===== src/rtl/mips_multicycle_ctrl_fsm.sv =====
`default_nettype none
// ============================================================================
// Module   : mips_multicycle_ctrl_fsm
// Brief    : Multicycle MIPS main controller FSM driving datapath enables/selects.
// Revision : 1.0
// ============================================================================
module mips_multicycle_ctrl_fsm #(
    parameter bit ILLEGAL_TRAP = 1'b0
) (
    input  logic       clk,
    input  logic       rst_n,
    input  logic [5:0] op,
    input  logic [5:0] funct,
    input  logic       mem_ready,
    output logic [2:0] alu_op,
    output logic       alu_src_a,
    output logic [1:0] alu_src_b,
    output logic       ext_zero,
    output logic [1:0] pc_src,
    output logic       pc_write,
    output logic       branch,
    output logic       iord,
    output logic       mem_write,
    output logic       ir_write,
    output logic       reg_dst,
    output logic       mem_to_reg,
    output logic       reg_write,
    output logic [3:0] state
);
    localparam logic [3:0] S_FETCH    = 4'd0;
    localparam logic [3:0] S_DECODE   = 4'd1;
    localparam logic [3:0] S_MEMADR   = 4'd2;
    localparam logic [3:0] S_MEMRD    = 4'd3;
    localparam logic [3:0] S_MEMWB    = 4'd4;
    localparam logic [3:0] S_MEMWR    = 4'd5;
    localparam logic [3:0] S_RTYPE_EX = 4'd6;
    localparam logic [3:0] S_RTYPE_WB = 4'd7;
    localparam logic [3:0] S_BEQ_EX   = 4'd8;
    localparam logic [3:0] S_ADDI_EX  = 4'd9;
    localparam logic [3:0] S_IMM_WB   = 4'd10;
    localparam logic [3:0] S_J_EX     = 4'd11;
    localparam logic [3:0] S_ANDI_EX  = 4'd12;
    localparam logic [3:0] S_ORI_EX   = 4'd13;
    localparam logic [3:0] S_HALT     = 4'd15;

    localparam logic [5:0] OP_LW    = 6'b100011;
    localparam logic [5:0] OP_SW    = 6'b101011;
    localparam logic [5:0] OP_RTYPE = 6'b000000;
    localparam logic [5:0] OP_BEQ   = 6'b000100;
    localparam logic [5:0] OP_ADDI  = 6'b001000;
    localparam logic [5:0] OP_ANDI  = 6'b001100;
    localparam logic [5:0] OP_ORI   = 6'b001101;
    localparam logic [5:0] OP_J     = 6'b000010;
    localparam logic [5:0] FN_JR    = 6'b001000;

    logic [3:0] state_q, state_d;

    always_ff @(posedge clk or negedge rst_n) begin
        if (!rst_n) state_q <= S_FETCH;
        else        state_q <= state_d;
    end

    always_comb begin
        state_d = S_FETCH;
        case (state_q)
            S_FETCH:    state_d = mem_ready ? S_DECODE : S_FETCH;
            S_DECODE: begin
                case (op)
                    OP_LW, OP_SW: state_d = S_MEMADR;
                    OP_RTYPE:     state_d = S_RTYPE_EX;
                    OP_BEQ:       state_d = S_BEQ_EX;
                    OP_ADDI:      state_d = S_ADDI_EX;
                    OP_ANDI:      state_d = S_ANDI_EX;
                    OP_ORI:       state_d = S_ORI_EX;
                    OP_J:         state_d = S_J_EX;
                    default:      state_d = ILLEGAL_TRAP ? S_HALT : S_FETCH;
                endcase
            end
            S_MEMADR:   state_d = (op == OP_LW) ? S_MEMRD : S_MEMWR;
            S_MEMRD:    state_d = mem_ready ? S_MEMWB : S_MEMRD;
            S_MEMWR:    state_d = mem_ready ? S_FETCH : S_MEMWR;
            S_RTYPE_EX: state_d = (funct == FN_JR) ? S_FETCH : S_RTYPE_WB;
            S_ADDI_EX,
            S_ANDI_EX,
            S_ORI_EX:   state_d = S_IMM_WB;
            S_HALT:     state_d = S_HALT;
            default:    state_d = S_FETCH;
        endcase
    end

    // Moore decode, except FETCH handshake gating and the jr PC write.
    always_comb begin
        alu_op     = 3'b000;
        alu_src_a  = 1'b0;
        alu_src_b  = 2'b00;
        ext_zero   = 1'b0;
        pc_src     = 2'b00;
        pc_write   = 1'b0;
        branch     = 1'b0;
        iord       = 1'b0;
        mem_write  = 1'b0;
        ir_write   = 1'b0;
        reg_dst    = 1'b0;
        mem_to_reg = 1'b0;
        reg_write  = 1'b0;
        case (state_q)
            S_FETCH: begin
                alu_src_b = 2'b01;
                ir_write  = mem_ready;
                pc_write  = mem_ready;
            end
            S_DECODE:   alu_src_b = 2'b11;
            S_MEMADR: begin
                alu_src_a = 1'b1;
                alu_src_b = 2'b10;
            end
            S_MEMRD:    iord = 1'b1;
            S_MEMWB: begin
                mem_to_reg = 1'b1;
                reg_write  = 1'b1;
            end
            S_MEMWR: begin
                iord      = 1'b1;
                mem_write = 1'b1;
            end
            S_RTYPE_EX: begin
                alu_src_a = 1'b1;
                alu_op    = 3'b010;
                pc_write  = (funct == FN_JR);
            end
            S_RTYPE_WB: begin
                reg_dst   = 1'b1;
                reg_write = 1'b1;
            end
            S_BEQ_EX: begin
                alu_src_a = 1'b1;
                alu_op    = 3'b001;
                pc_src    = 2'b01;
                branch    = 1'b1;
            end
            S_ADDI_EX, S_ANDI_EX, S_ORI_EX: begin
                alu_src_a = 1'b1;
                alu_src_b = 2'b10;
                ext_zero  = (state_q != S_ADDI_EX);
                alu_op    = (state_q == S_ANDI_EX) ? 3'b011 :
                            (state_q == S_ORI_EX)  ? 3'b100 : 3'b000;
            end
            S_IMM_WB:   reg_write = 1'b1;
            S_J_EX: begin
                pc_src   = 2'b10;
                pc_write = 1'b1;
            end
            default: ;
        endcase
    end

    assign state = state_q;

endmodule
`default_nettype wire

===== config.mk =====
export PLATFORM = sky130hd
export DESIGN_NAME = mips_multicycle_ctrl_fsm
export DESIGN_NICKNAME = d
export VERILOG_FILES = /design/src/rtl/mips_multicycle_ctrl_fsm.sv
export SDC_FILE = /design/constraint.sdc
export NUM_CORES = 1
export LEC_CHECK = 0
export ABC_AREA = 1
export CORE_MARGIN = 2
export CORE_UTILIZATION = 36
export CTS_CLUSTER_DIAMETER = 100
export DETAILED_ROUTE_END_ITERATION = 8
export PLACE_DENSITY = 0.78
export SLEW_MARGIN = 30
export SYNTH_ARGS = -nofsm -noshare
export SYNTH_HDL_FRONTEND = slang
export SYNTH_SLANG_ARGS = --single-unit

===== constraint.sdc =====
create_clock -name clk -period 1.5 [get_ports clk]
set_clock_uncertainty 0.15 [all_clocks]
set_input_delay 0.225 -clock clk [delete_from_list [all_inputs] [get_ports clk]]
set_output_delay 0.225 -clock clk [all_outputs]
set_load 0.02 [all_outputs]

==> Word-level counts from Yosys, hierarchy flattened <==
Index checks and enable logic that the tools add are counted.
{ "classes": {"addsub": 0, "mul": 0, "div": 0, "n_lt_le_gt_ge": 0, "eq_ne": 23, "shift": 0, "muxes": 22, "bitwise": 0, "reduce_logical": 8} }
{ "ops": {"columns": ["cell", "n"], "rows": [
  ["4-bit case mux with 8 select lines", 1],
  ["4-bit equality test, second input constant", 7],
  ["4-bit case mux with 7 select lines", 1],
  ["6-bit by 4-bit equality test with 1-bit output, second input constant", 4],
  ["3-bit two-way mux", 6],
  ["4-bit by 3-bit equality test with 1-bit output, second input constant", 4],
  ["6-bit equality test, second input constant", 2],
  ["1-bit two-way mux", 10],
  ["3-bit case mux with 3 select lines", 1],
  ["4-bit by 2-bit equality test with 1-bit output, second input constant", 2],
  ["6-bit by 2-bit equality test with 1-bit output, second input constant", 1],
  ["6-bit by 3-bit equality test with 1-bit output, second input constant", 1],
  ["6-bit zero test", 1],
  ["2-bit case mux with 3 select lines", 1],
  ["3-bit OR reduction", 2],
  ["6-bit OR reduction", 1],
  ["4-bit by 1-bit equality test with 1-bit output, second input constant", 1],
  ["4-bit zero test", 1],
  ["4-bit != test, second input constant", 1],
  ["2-bit case mux with 2 select lines", 1],
  ["2-bit OR reduction", 2],
  ["4-bit OR reduction", 1],
  ["1-bit case mux with 3 select lines", 1]
]} }
{ "word_totals": {"register_bits": 4, "latchBits": 0, "ramBits": 0, "mem_bits_ro": 0, "input_bits": 15, "word_cells": 54, "mem_count": 0} }

==> Logic depth before layout (Yosys ltp) <==
Gate-level depths: netlist (run 1).
{ "logic_depth": {"word_depth": 4, "ltp_mapped": 8} }

==> Least setup slack after synthesis (run 1) <==
Ideal clock, no wire load.
{ "synth_timing": {"path_type": "reg2out", "from": "reg state_q[1] (netlist: state[1])", "to": "out reg_write", "arrival_ns": 1.422, "path_slack_ns": -0.297, "stages_incl_launch_ff": 7, "path_cell_list": "dfrtp_1 buf_6 nor2_1 inv_1 nor2_1 nor2_1 o21ai_0"} }
{ "synth_via": {"elab_chain_cells": 3} }
{ "synth_lines": {"columns": ["element", "line_no", "rtl"], "rows": [
  ["start: declaration", "56", "logic [3:0] state_q, state_d;"],
  ["start signal: assignment", "60", "else state_q <= state_d;"],
  ["4-bit equality test / 4-bit by 3-bit equality test with 1-bit output (equally long branches)", "106", "case (state_q)"],
  ["3-bit OR reduction (no source line) (*)", null, null],
  ["1-bit two-way mux (*)", "106", null],
  ["end: declaration", "27", "output logic reg_write,"]
]} }
Every way passes the cells marked *; elsewhere a longest branch is shown, timed or not.

==> Worst setup path in the final report (run 1) <==
{ "layout_timing": {"from": "reg state_q[2] (netlist: state[2])", "to": "out alu_src_b[1]"} }
{ "layout_via": {"elab_chain_cells": 3} }
{ "layout_lines": {"columns": ["element", "line_no", "rtl"], "rows": [
  ["4-bit equality test / 4-bit by 2-bit equality test with 1-bit output (equally long branches)", "106", null],
  ["4-bit OR reduction (no source line)", null, null],
  ["2-bit case mux with 3 select lines (*)", "106", null],
  ["end: declaration", "17", "output logic [1:0] alu_src_b,"]
]} }
Marks and branches as above.

==> results of run 1 <==
-- worst reg2reg max path: stages (launching register included) --
cell	delay, ns
sky130_fd_sc_hd__dfrtp_2	0.46
sky130_fd_sc_hd__nand2_2	0.15
sky130_fd_sc_hd__inv_1	0.07
sky130_fd_sc_hd__buf_4	0.13
sky130_fd_sc_hd__nand3_1	0.14
sky130_fd_sc_hd__nand2_1	0.09
sky130_fd_sc_hd__nor2_2	0.14
sky130_fd_sc_hd__nand3_1	0.09
-- stage by stage --
stage / setup TNS (ns) / util (%) / hold slack [ns] / setup slack [ns] / instances
finish: -2.24 / 80.4 / 0.0338 / -0.208 / 187
global route: -3.41 / 80.4 / 0.0492 / -0.265 / 187
CTS: -1.97 / 75.9 / 0.0289 / -0.213 / 183
detailed placement: -6.59 / 73.1 / 0.286 / -0.584 / 178
global placement: -6.31 / 73.1 / 0.282 / -0.543 / 178
floorplan: -0.0284 / - / -0.221 / -0.0262 / 112
-- cells in the mapped netlist (all sizes together) --
master	instances	share of area, %
buf	3	5.1
nand3b	2	2.5
nand2	22	14
o21ai	5	4.2
a21oi	1	0.85
dfrtp	4	17
inv	20	13
nor2	39	29
nand3	16	14
-- cell type report --
type	count	area [sq um]	area share [%]
multi-input combinational	85	488	39.8
timing repair buffer	58	508	41.5
clock buffer	4	26.3	2.15
inverter	20	77.6	6.33
tap	16	20.0	1.63
sequential	4	105	8.58
-- report_power, final --
group          leakage, nW  switching (W)  internal (W)
Clock               0.0150      0.0000486      0.000100
Sequential          0.0479      0.0000601      0.000139
Combinational        0.583       0.000544      0.000496
-- layout by cell type, fill, tap and decap left out, drive strengths merged --
cell,n
clkdlybuf4s50,14
dfrtp,4
clkbuf,4
nand2,22
nand3,16
buf,41
o21ai,5
nand3b,2
clkdlybuf4s15,2
inv,20
a21oi,1
dlygate4sd2,1
nor2,39
-- how the worst min path moves through the flow --
stage               depth (start not counted)       end
floorplan                                   0  state[0]
global placement                            1  state[2]
detailed placement                          1  state[2]
CTS                                         1  state[3]
global route                                1  state[3]
finish                                      1  state[3]
-- metal layers --
layer,vias up,routed length [um]
met4,0,47
met3,6,103
li1,460,-
met1,402,863
met5,-,0
met2,32,1210
-- cell families (layout without fill, tap and decap cells) --
group	Yosys count	after routing	synth area share [%]
buffers and inverters	23	82	17.8
and+or+nand+nor	79	79	60.1
AOI/OAI and AO/OA	6	6	5.09
DFF	4	4	17.0
-- repair_timing --
| action | 4_1_cts | 5_1_grt |
|---|---|---|
| endpoints found under the setup margin | 24 | 23 |
| resized for setup | 104 | 24 |
| endpoints found under the hold margin | 0 | 0 |
| gates cloned | 0 | 0 |
| pin swaps | 5 | 5 |
| setup buffers | 1 | 5 |
==> qor.log, run 1 <==
INFO  setup_path     critPathMaxFanout=7
INFO  timing         setup_viol=19
INFO  timing         grt_setup_unrepaired=yes
INFO  setup_path     r2r_setup_slack=-0.05ns
INFO  power_and_ir_drop irDropWorstVdd=973uV
INFO  timing         minimum_clock_period_after_layout=1.71ns
INFO  global_route   grtUsageMet2=45.8%
INFO  worst_hold_path hold_path_class=input pin to async pin
INFO  timing         hold_viol_final=0
INFO  setup_path     regToRegEndpoint=state[2]
INFO  routing        vias=900
INFO  cts            cts.htree.levels=1
INFO  outcome        failing_checks=negative setup slack
INFO  timing         max_clock_freq=586MHz
INFO  synthesis      ys_types=16
INFO  final_layout   antenna_cells=0
INFO  setup_path     worst_r2r_startpoint=state[1]
INFO  setup_path     worstPathRequired=1.12ns
INFO  die            dieArea=1980squm
INFO  routing        wire_per_inst=11.9um
INFO  global_route   grtUsageMet1=25.1%
INFO  timing         timing.max_slew.rel_slack=75.6%
INFO  setup_path     timing.reg2reg.worst_path_depth=7
INFO  routing        drt_iter0_drc=17
INFO  die            placeableCoreArea=1520squm
INFO  flow_run       cap_violations=0
INFO  setup_path     critical_path_buf_inv_count=2
INFO  global_route   grt_antenna_before_repair=0
INFO  setup_path     critical_path_cell_count=5
INFO  place          sum_of_net_half_perimeters_after_detailed_placement=1600um
INFO  cts            clkSinkCount=4
INFO  die            top_level_ports=36
INFO  setup_path     timing.critical_path.max_delay_family=flip-flops
INFO  place          post_dp_cell_area=1110squm
INFO  setup_path     arrival=1.33ns
INFO  routing        detail_route.vias_per_cell=4.81
INFO  timing         final.period_utilization=114%
INFO  outcome        result_of_the_run=finished, violations left
INFO  final_layout   area.growth.synth_to_final=108%
INFO  global_route   grtUsageMet3=3.67%
INFO  cts            clk_root_buffer_cell=sky130_fd_sc_hd__clkbuf_4
INFO  synthesis      yosys_warnings=0
INFO  place          port-buffer-count=35
INFO  synthesis      syn_area=589squm
INFO  setup_path     worstSetupStartpointType=flip-flop
INFO  cts            clkSlewWorstSetupHoldPaths=0.04ns
INFO  timing         worst_slack=-0.208ns
INFO  global_route   gr-max-usage-layer=met2
INFO  timing         finalMaxSlewViolations=0
INFO  setup_path     timing.setup.critical_path_class=flip-flop to output pin
INFO  synthesis      syn-mean-instance-area=5.26squm
INFO  power_and_ir_drop static-leakage-power=0.646nW
INFO  cts            post_cts_hold_buffer_count=0
INFO  final_layout   fraction_of_layout_cells_with_a_size_suffix_above_1=51.5%
INFO  synthesis      ys_ff_latch=4
INFO  setup_path     critical-path-max-stage-delay=0.47ns
INFO  synthesis      number_of_instances_in_the_synthesized_netlist=112
INFO  global_route   global_route_wire_length_before_repair=3450um
INFO  die            initial_core_util=38.7%
INFO  global_route   groute.usage.overall=23.7%
INFO  die            num_rows=14
INFO  final_layout   layout.filler_cells=110
INFO  global_route   gr-total-overflow=0
INFO  final_layout   num-nets-final=187
INFO  routing        ant_nets=0
INFO  setup_path     critical-path-top-cell-by-count=sky130_fd_sc_hd__nor2_4
INFO  final_layout   largest_register_ffs=4
INFO  synthesis      synth_fp_nets=127
INFO  routing        drt-pass1-iter-count=4
INFO  place          place_congestion=0.847
INFO  timing         worst-slew-pin-transition=0.364ns
INFO  cts            worst_skew_pair.late_latency=0.24ns
INFO  die            die_height=44.5um
INFO  setup_path     worst_setup_path_end_kind=output pin
INFO  routing        routed_wirelength=2220um
INFO  setup_path     timing.critical_path.to=alu_src_b[1]
INFO  setup_path     cp_slowest_cell=sky130_fd_sc_hd__dfrtp_2
INFO  power_and_ir_drop totalPowerFinal=0.00139W
INFO  cts            cts_inserted_buffers=3
INFO  synthesis      yosysSeqAreaShare=17.0%
INFO  setup_path     setup_crit_start=state[2]
INFO  global_route   grt_start_max_net_pins=8
INFO  setup_path     crit_path_cell_trace=nor2_4 -> inv_2 -> nor2_4 -> nand3b_1 -> buf_6
INFO  global_route   first_global_vias=845
INFO  routing        post-route-drc-count=0
INFO  die            floorplan.die.width=44.5um
INFO  final_layout   stdcell_area=1220squm
INFO  power_and_ir_drop power_density=1130nW/um^2
INFO  cts            tritoncts=yes
INFO  cts            cts_buffer_depth=2
(Power assumes the default switching activity.)
==> inputs of run 2 (changes only) <==
- CTS_CLUSTER_SIZE: not set -> 24
==> results of run 2 <==
Final layout, timing and power as in run 1 (identical DEF).
==> RTL change: new RTL, config.mk and constraints of run 1 <==
Make the reset (`rst_n`) synchronous in one clocked block.
--- a/src/rtl/mips_multicycle_ctrl_fsm.sv
+++ b/src/rtl/mips_multicycle_ctrl_fsm.sv
@@ -55,7 +55,7 @@
 
     logic [3:0] state_q, state_d;
 
-    always_ff @(posedge clk or negedge rst_n) begin
+    always_ff @(posedge clk) begin
         if (!rst_n) state_q <= S_FETCH;
         else        state_q <= state_d;
     end
Behaviour: differs if rst_n is asserted again (counterexample within 4 cycles, from zero or initial values and one cycle with rst_n low); with rst_n held inactive, the same outputs for 10 cycles.
==> RTL change against run 1 <==
  * The flow still finishes with violations (setup timing)
  * Sequential cell count stayed put
  * Final area is 16% higher
  * Setup slack better by 0.041 ns
  * Synthesized area is 1.1% higher
  * Register-to-register slack worse by 0.07 ns
  * Routed wire length is 65% higher
  * Critical endpoint is now reg_write
Power is left out: it rests on default switching activity, and per cell area and clock period it moved more than threefold.
==> RTL change: results (changes against run 1) <==
| Metric | Value |
|---|---|
| RR Endpoint | state[2] |
| Fillers | 57 (-48%) |
| Worst path slowest cell | dfxtp_4 |
| Hold crit path type | in2reg |
| Signal buffers | 65 (+12%) |
| Post-CTS resize count | 118 (+13%) |
| 1st-iter DRT viols | 79 (+62) |
| Comb_multi_in | 88 (+3.5%) |
| Multi-input logic area | 597 µm² (+22%) |
| Outcome | finished with violations |
| Placed cells | 189 (+6.2%) |
| Fin cells | 200 (+7.0%) |
| Reg2Reg Depth | 10 (+3) |
| Final Worst Setup Slack | -0.167 ns (+0.0407 ns) |
| Final setup violation count | 15 (-4) |
| Number of global-route vias before repair | 978 (+16%) |
| Buffering overhead | 41.2% (-0.29 points) |
| Synth Area in Compound Gates | 8.19% (+3.1 points) |
| Worst path max stage delay | 0.44 ns (-0.03 ns) |
| Final TNS setup | -1.26 ns (+0.980 ns) |
| Layout cells sized above 1 | 58.2% (+6.7 points) |
| Cell Area, Placed | 1150 µm² (+3.4%) |
| Met3 Track Usage GR | 4.08% (+0.41 points) |
| Clk cell area share | 1.59% (-0.56 points) |
| Worst Setup SP | state[1] |
| Mean post-synth cell area | 5.09 µm² (-3.3%) |
| Violated checks | setup timing |
| Dominant synthesized flop cell | dfxtp_1 |
| Worst reg-to-reg setup slack | -0.12 ns (-0.07 ns) |
| Hold WS | 0.421 ns (+0.387 ns) |
| Reg area | 95.1 µm² (-9.5%) |
## RTL change: worst register-to-register path, delay by kind of cell, from the launching register on
family / cells / cell delay (ns)
buffers and inverters: 4 / 0.42
and+or+nand+nor: 6 / 0.56
DFF: 1 / 0.40
## RTL change: layer usage
layer | wire (µm) | part of all wire [%] | vias to the layer above
li1 | - | - | 496
met1 | 1290 | 35 | 512
met2 | 1710 | 47 | 107
met3 | 357 | 9.7 | 39
met4 | 307 | 8.4 | 0
met5 | 0 | 0 | -
## RTL change: worst min path at each step
stage | from | to
after floorplan | rst_n | state[1]
after global placement | rst_n | state[1]
after detailed placement | rst_n | state[1]
after CTS | rst_n | state[1]
after global routing | rst_n | state[1]
final | op[5] | state[3]
## RTL change: per-stage QoR
step / setup slack (ns) / utilization (%)
floorplan: -0.0709 / -
global placement: -0.545 / 75.5
detailed placement: -0.566 / 75.5
CTS: -0.120 / 82.8
global route: -0.218 / 93.1
finish: -0.167 / 93.1
